--- src/rtl/uart_pkg.sv ---
// uart_pkg: state encoding, default constants and clog2 helper shared by the UART RX/TX blocks
package uart_pkg;
    localparam int CLKS_PER_BIT_DEF = 868;
    localparam int DATA_BITS_DEF = 8;
    typedef enum logic [2:0] {IDLE, START, DATA, STOP, WAIT_IDLE} rx_state_t;
    function automatic int clog2(input int v);
        int r;
        r = 0;
        for (int i = 0; i < 31; i++)
            if ((1 << i) < v) r = i + 1;
        return r;
    endfunction
endpackage

--- src/rtl/uart_rx_if.sv ---
// uart_rx_if: received-byte interface between the UART receiver and the core
interface uart_rx_if #(parameter int DATA_BITS = uart_pkg::DATA_BITS_DEF);
    logic [DATA_BITS-1:0] data_out;
    logic data_valid;
    logic frame_err;
    logic busy;
    modport master(output data_out, data_valid, frame_err, busy);
    modport slave(input data_out, data_valid, frame_err, busy);
endinterface

--- src/rtl/uart_rx_sync2.sv ---
// uart_rx_sync2: two-flop synchronizer for the serial line, resets to idle-high
module uart_rx_sync2 (
    input  logic clk,
    input  logic rst,
    input  logic d,
    output logic q
);
    logic m;
    always_ff @(posedge clk)
        if (rst) {q, m} <= 2'b11;
        else {q, m} <= {m, d};
endmodule

--- src/rtl/uart_rx.sv ---
// uart_rx: 8N1-style UART receiver with mid-bit sampling on the system clock
module uart_rx
    import uart_pkg::*;
#(
    parameter int CLKS_PER_BIT = CLKS_PER_BIT_DEF,
    parameter int DATA_BITS = DATA_BITS_DEF
) (
    input logic clk,
    input logic rst,
    input logic rx_in,
    uart_rx_if.master rx
);
    localparam int CW = clog2(CLKS_PER_BIT);
    localparam int IW = clog2(DATA_BITS);
    localparam logic [CW-1:0] HALF = CW'(CLKS_PER_BIT / 2 - 1);
    localparam logic [CW-1:0] LAST = CW'(CLKS_PER_BIT - 1);
    localparam logic [IW-1:0] IDX_LAST = IW'(DATA_BITS - 1);
    rx_state_t state, next;
    logic rx_s, rx_prev, shift, load, err;
    logic [CW-1:0] bit_cnt;
    logic [IW-1:0] idx;
    logic [DATA_BITS-1:0] shreg;
    uart_rx_sync2 sync (.clk(clk), .rst(rst), .d(rx_in), .q(rx_s));
    always_ff @(posedge clk)
        if (rst) state <= IDLE;
        else state <= next;
    always_comb begin
        next = state;
        shift = 1'b0;
        load = 1'b0;
        err = 1'b0;
        case (state)
            IDLE: next = (rx_prev && !rx_s) ? START : IDLE;
            START: next = (bit_cnt != HALF) ? START : rx_s ? IDLE : DATA;
            DATA: begin
                shift = bit_cnt == LAST;
                next = (shift && idx == IDX_LAST) ? STOP : DATA;
            end
            STOP: begin
                load = bit_cnt == LAST && rx_s;
                err = bit_cnt == LAST && !rx_s;
                next = load ? IDLE : err ? WAIT_IDLE : STOP;
            end
            WAIT_IDLE: next = rx_s ? IDLE : WAIT_IDLE;
            default: next = IDLE;
        endcase
    end
    // bit_cnt restarts on every state change and after each data-bit sample
    always_ff @(posedge clk)
        if (rst) begin
            rx_prev <= 1'b1;
            bit_cnt <= '0;
            idx <= '0;
            shreg <= '0;
            rx.data_out <= '0;
            rx.data_valid <= 1'b0;
            rx.frame_err <= 1'b0;
        end else begin
            rx_prev <= rx_s;
            bit_cnt <= (next != state || shift) ? '0 : bit_cnt + 1'b1;
            idx <= !shift ? idx : (idx == IDX_LAST) ? '0 : idx + 1'b1;
            if (shift) shreg <= {rx_s, shreg[DATA_BITS-1:1]};
            if (load) rx.data_out <= shreg;
            rx.data_valid <= load;
            rx.frame_err <= err;
        end
    assign rx.busy = state != IDLE;
endmodule
--- src/flat_wrapper.sv ---
// flat-port wrapper written by rule: the top's interface ports become plain ports
module uart_rx_flat import uart_pkg::*;
#(
    parameter int CLKS_PER_BIT = CLKS_PER_BIT_DEF,
    parameter int DATA_BITS = DATA_BITS_DEF
)
  (clk, rst, rx_in, rx_data_out, rx_data_valid, rx_frame_err, rx_busy);
  uart_rx_if #(.DATA_BITS(DATA_BITS)) rx_i ();
  input logic clk;
  input logic rst;
  input logic rx_in;
  output wire logic [$bits(rx_i.data_out)-1:0] rx_data_out;
  output wire logic [$bits(rx_i.data_valid)-1:0] rx_data_valid;
  output wire logic [$bits(rx_i.frame_err)-1:0] rx_frame_err;
  output wire logic [$bits(rx_i.busy)-1:0] rx_busy;
  assign rx_data_out = rx_i.data_out;
  assign rx_data_valid = rx_i.data_valid;
  assign rx_frame_err = rx_i.frame_err;
  assign rx_busy = rx_i.busy;
  uart_rx #(.CLKS_PER_BIT(CLKS_PER_BIT), .DATA_BITS(DATA_BITS)) u_core (.clk(clk), .rst(rst), .rx_in(rx_in), .rx(rx_i));
endmodule
--- config.mk ---
export PLATFORM = sky130hd
export DESIGN_NAME = uart_rx_flat
export DESIGN_NICKNAME = d
export VERILOG_FILES = /design/src/rtl/uart_pkg.sv /design/src/rtl/uart_rx_if.sv /design/src/rtl/uart_rx_sync2.sv /design/src/rtl/uart_rx.sv /design/src/flat_wrapper.sv
export SDC_FILE = /design/constraint.sdc
export NUM_CORES = 1
export LEC_CHECK = 0
export CORE_ASPECT_RATIO = 1.5
export CORE_MARGIN = 10
export CORE_UTILIZATION = 45
export CTS_BUF_LIST = sky130_fd_sc_hd__clkbuf_4 sky130_fd_sc_hd__clkbuf_8
export DETAILED_ROUTE_END_ITERATION = 16
export SYNTH_ARGS = -nofsm -noshare
export SYNTH_HDL_FRONTEND = slang
export SYNTH_SLANG_ARGS = --single-unit
--- constraint.sdc ---
create_clock -name clk -period 4 [get_ports clk]
set_input_delay 0.8 -clock clk [delete_from_list [all_inputs] [get_ports clk]]
set_output_delay 0.8 -clock clk [all_outputs]
set_load 0.1 [all_outputs]
==> out/results.tsv <==
stage	metric	value	unit
route	drt_iter0_drc	87	
sta	clock.fmax	0.340	GHz
final_layout	layout_common_cells	dfxtp_1, nand2_1, nor2_1, clkdlybuf4s50_1	
sta	maxSlewHeadroom	34.4	%
clocking	clock_latency	0.29	ns
power_and_ir_drop	ir_drop	0.000243	V
global_routing	grt_pass1_wl	6030	µm
final_layout	drive_gt1_share	13.6	%
route	ant_nets	0	
floorplanning	die_y	95.9	µm
clocking	cts_sinks	37	
final_layout	mostFrequentLayoutCell	dfxtp_1	
global_routing	grt_util_all_layers	10.9	%
critical_path	startpoint	u_core.state[1]	
synth	dominantRegCellSynth	dfxtp_1	
critical_path	cp.arrival	2.14	ns
sta	finalCritPeriodShare	73.5	%
sta	hold_slack	0.410	ns
synth	synth_edf_count	0	
floorplanning	die_area	0.00678	mm²
hold_path	min_path_type	flop to flop	
critical_path	crit_type	flop to output port	
critical_path	r2r_start	u_core.bit_cnt[3]	
route	drt_wl_total	3540	µm
outcome	status	finished, final reports clean	
power_and_ir_drop	p_per_area	372	mW/mm²
synth	ys_warn_count	0	
synth	postSynth.asyncResetShare	0	%
global_routing	antenna_found_initial	0	
route	drtPass1Iterations	4	
clocking	cts_buffers	5	
placed_design	dp.cells	234	
floorplanning	dieWidth	70.6	µm
hold_path	worstHoldStart	u_core.sync.m	
synth	syn_area	0.00173	mm²
power_and_ir_drop	cellLeakagePower	0.735	nW
floorplanning	ios	14	
clocking	clk_path_buf_depth	2	
clocking	cts_resized	0	
sta	setup-violations-final	0	
floorplanning	start_util	47.0	%
final_layout	fin_util	53.3	%
critical_path	worstPathCellList	or3_1, clkdlybuf4s50_1	
critical_path	start_kind	flop	
final_layout	antenna_cells	0	
clocking	hold_buffers	0	
synth	synth_seq_cells	37	
synth	syn_inst	188	
critical_path	crit_required	3.20	ns
route	drcViolationCount	0	
sta	max_slew.worst_pin.slew	0.980	ns
synth	yosysUniqueCellTypes	44	
route	detail_route.wl_per_cell	14.6	µm
route	avgViaCountPerCell	5.55	
synth	ys_seq_area_share	42.8	%
final_layout	nNetsFinal	205	
final_layout	instances_no_fill	242	
clocking	cts_setup_buffers	0	
sta	hold_violations	0	
clocking	cts_max_level	2	
clocking	ctsRootBufferMaster	clkbuf_8	
clocking	cts_tree	done	
placed_design	dpl.hpwl	2490	µm
critical_path	slowest_stage	clkdlybuf4s50_1	
global_routing	grt_max_degree	28	
final_layout	regArea	741	µm²
sta	period_minus_slack	2.94	ns
final_layout	syn_to_final_growth	13.5	%
flow_run	maxCapViolCount	0	
global_routing	grt_pass1_vias	1354	
route	vias	1342	
sta	slew_violations	0	
placed_design	io_buffers	13	
placed_design	gp_congestion	0.883	
final_layout	num-fill-cells	346	
synth	synth.net_count	195	
critical_path	crit_fanout	12	
sta	skew	0.00473	ns
clocking	clkSlewWorstSetupHoldPaths	0.08	ns
sta	fin_setup_tns	0	ns
sta	rsz0062_at_grt	no	
critical_path	cp_slowest_stage_delay	1.13	ns
final_layout	multi_input_area	895	µm²
synth	synth.avg_cell_area	9.20	µm²
global_routing	grt.overflow.total	0	
critical_path	end_kind	output port	
floorplanning	core_area	0.00368	mm²
floorplanning	rows	27	
-- through the flow --
step / total power [mW] / worst slack [ns] / cell area, µm²
floorplan: 0.408 / 1.95 / 1730
global placement: 0.414 / 1.41 / 1850
detailed placement: 0.415 / 1.38 / 1850
CTS: 0.741 / 1.06 / 1960
global route: 0.761 / 0.994 / 1960
finish: 0.730 / 1.06 / 1960
-- Yosys cell counts (2+ instances only) --
library cell / number / area share (%)
buf_6: 3 / 2.0
o21a_1: 2 / 0.87
nand4_1: 3 / 1.1
inv_1: 6 / 1.3
nor2_1: 15 / 3.3
nor4b_2: 3 / 2.6
or3_1: 2 / 0.72
buf_4: 2 / 0.87
a21oi_1: 12 / 3.5
nor3_1: 8 / 2.3
dfxtp_1: 37 / 43
clkbuf_1: 5 / 1.1
nand3b_1: 2 / 0.87
or2_2: 2 / 0.72
o211ai_1: 3 / 1.3
nand4_2: 2 / 1.4
ha_1: 4 / 2.9
mux2i_1: 8 / 4.6
nor3b_1: 2 / 0.87
nand3_1: 12 / 3.5
nor4_1: 2 / 0.72
o31a_1: 2 / 1.0
nor3_2: 3 / 1.7
xnor2_1: 4 / 2.0
nand2_1: 25 / 5.4
-- where the power goes --
part           switching, mW  internal [mW]  leakage (nW)  total, mW
Sequential           0.00573          0.372         0.299      0.378
Combinational         0.0170         0.0109         0.381     0.0279
Clock                  0.137          0.186        0.0543      0.324
Total                  0.160          0.570         0.735      0.730
-- sequential cells by signal, summed over array words and instances (netlist names), 3 cells and up --
register,count
u_core.bit_cnt,10
u_core.idx,3
u_core.rx.data_out,8
u_core.shreg,8
u_core.state,3
-- worst max-delay path: cells and delay by family, from the launching register on --
kind / cells / cell delay, ns
buffers and inverters: 1 / 1.13
flip-flops: 1 / 0.55
AND/OR/NAND/NOR: 1 / 0.16
-- cell families after synthesis --
kind of cell,Yosys count,share of synthesized area (%)
simple gates,93,31.7
flops,37,42.8
compound gates,24,9.98
buf+inv,17,5.49
mux,8,4.63
xor+xnor,5,2.53
fa+ha+maj,4,2.89
-- metal layers --
layer | wire (µm) | GRT usage, % | part of all wire, % | vias to the layer above
met1 | 1470 | 10.7 | 41 | 635
met5 | 0 | 0 | 0 | -
met4 | 68 | 6.47 | 1.9 | 0
met2 | 1840 | 19.5 | 52 | 19
li1 | - | - | - | 681
met3 | 163 | 3.91 | 4.6 | 7
-- worst paths after layout --
kind                            slack (ns)            end  depth (start not counted)
worst max-delay path                  1.06        rx_busy                          2
worst max register to register        1.96  u_core.idx[0]                          4
worst min register to register        0.41  u_core.sync.q                          1
worst min-delay path                  0.41  u_core.sync.q                          1
-- layout make-up --
| cell class | instances | area share (%) |
|---|---|---|
| clock buffer | 5 | 3.50 |
| timing repair buffer | 14 | 7.01 |
| clock inverter | 3 | 2.36 |
| sequential | 37 | 37.7 |
| inverter | 6 | 1.15 |
| tap | 43 | 2.74 |
| multi-input combinational | 134 | 45.5 |
Note: power is estimated with default switching activity, not from simulation.
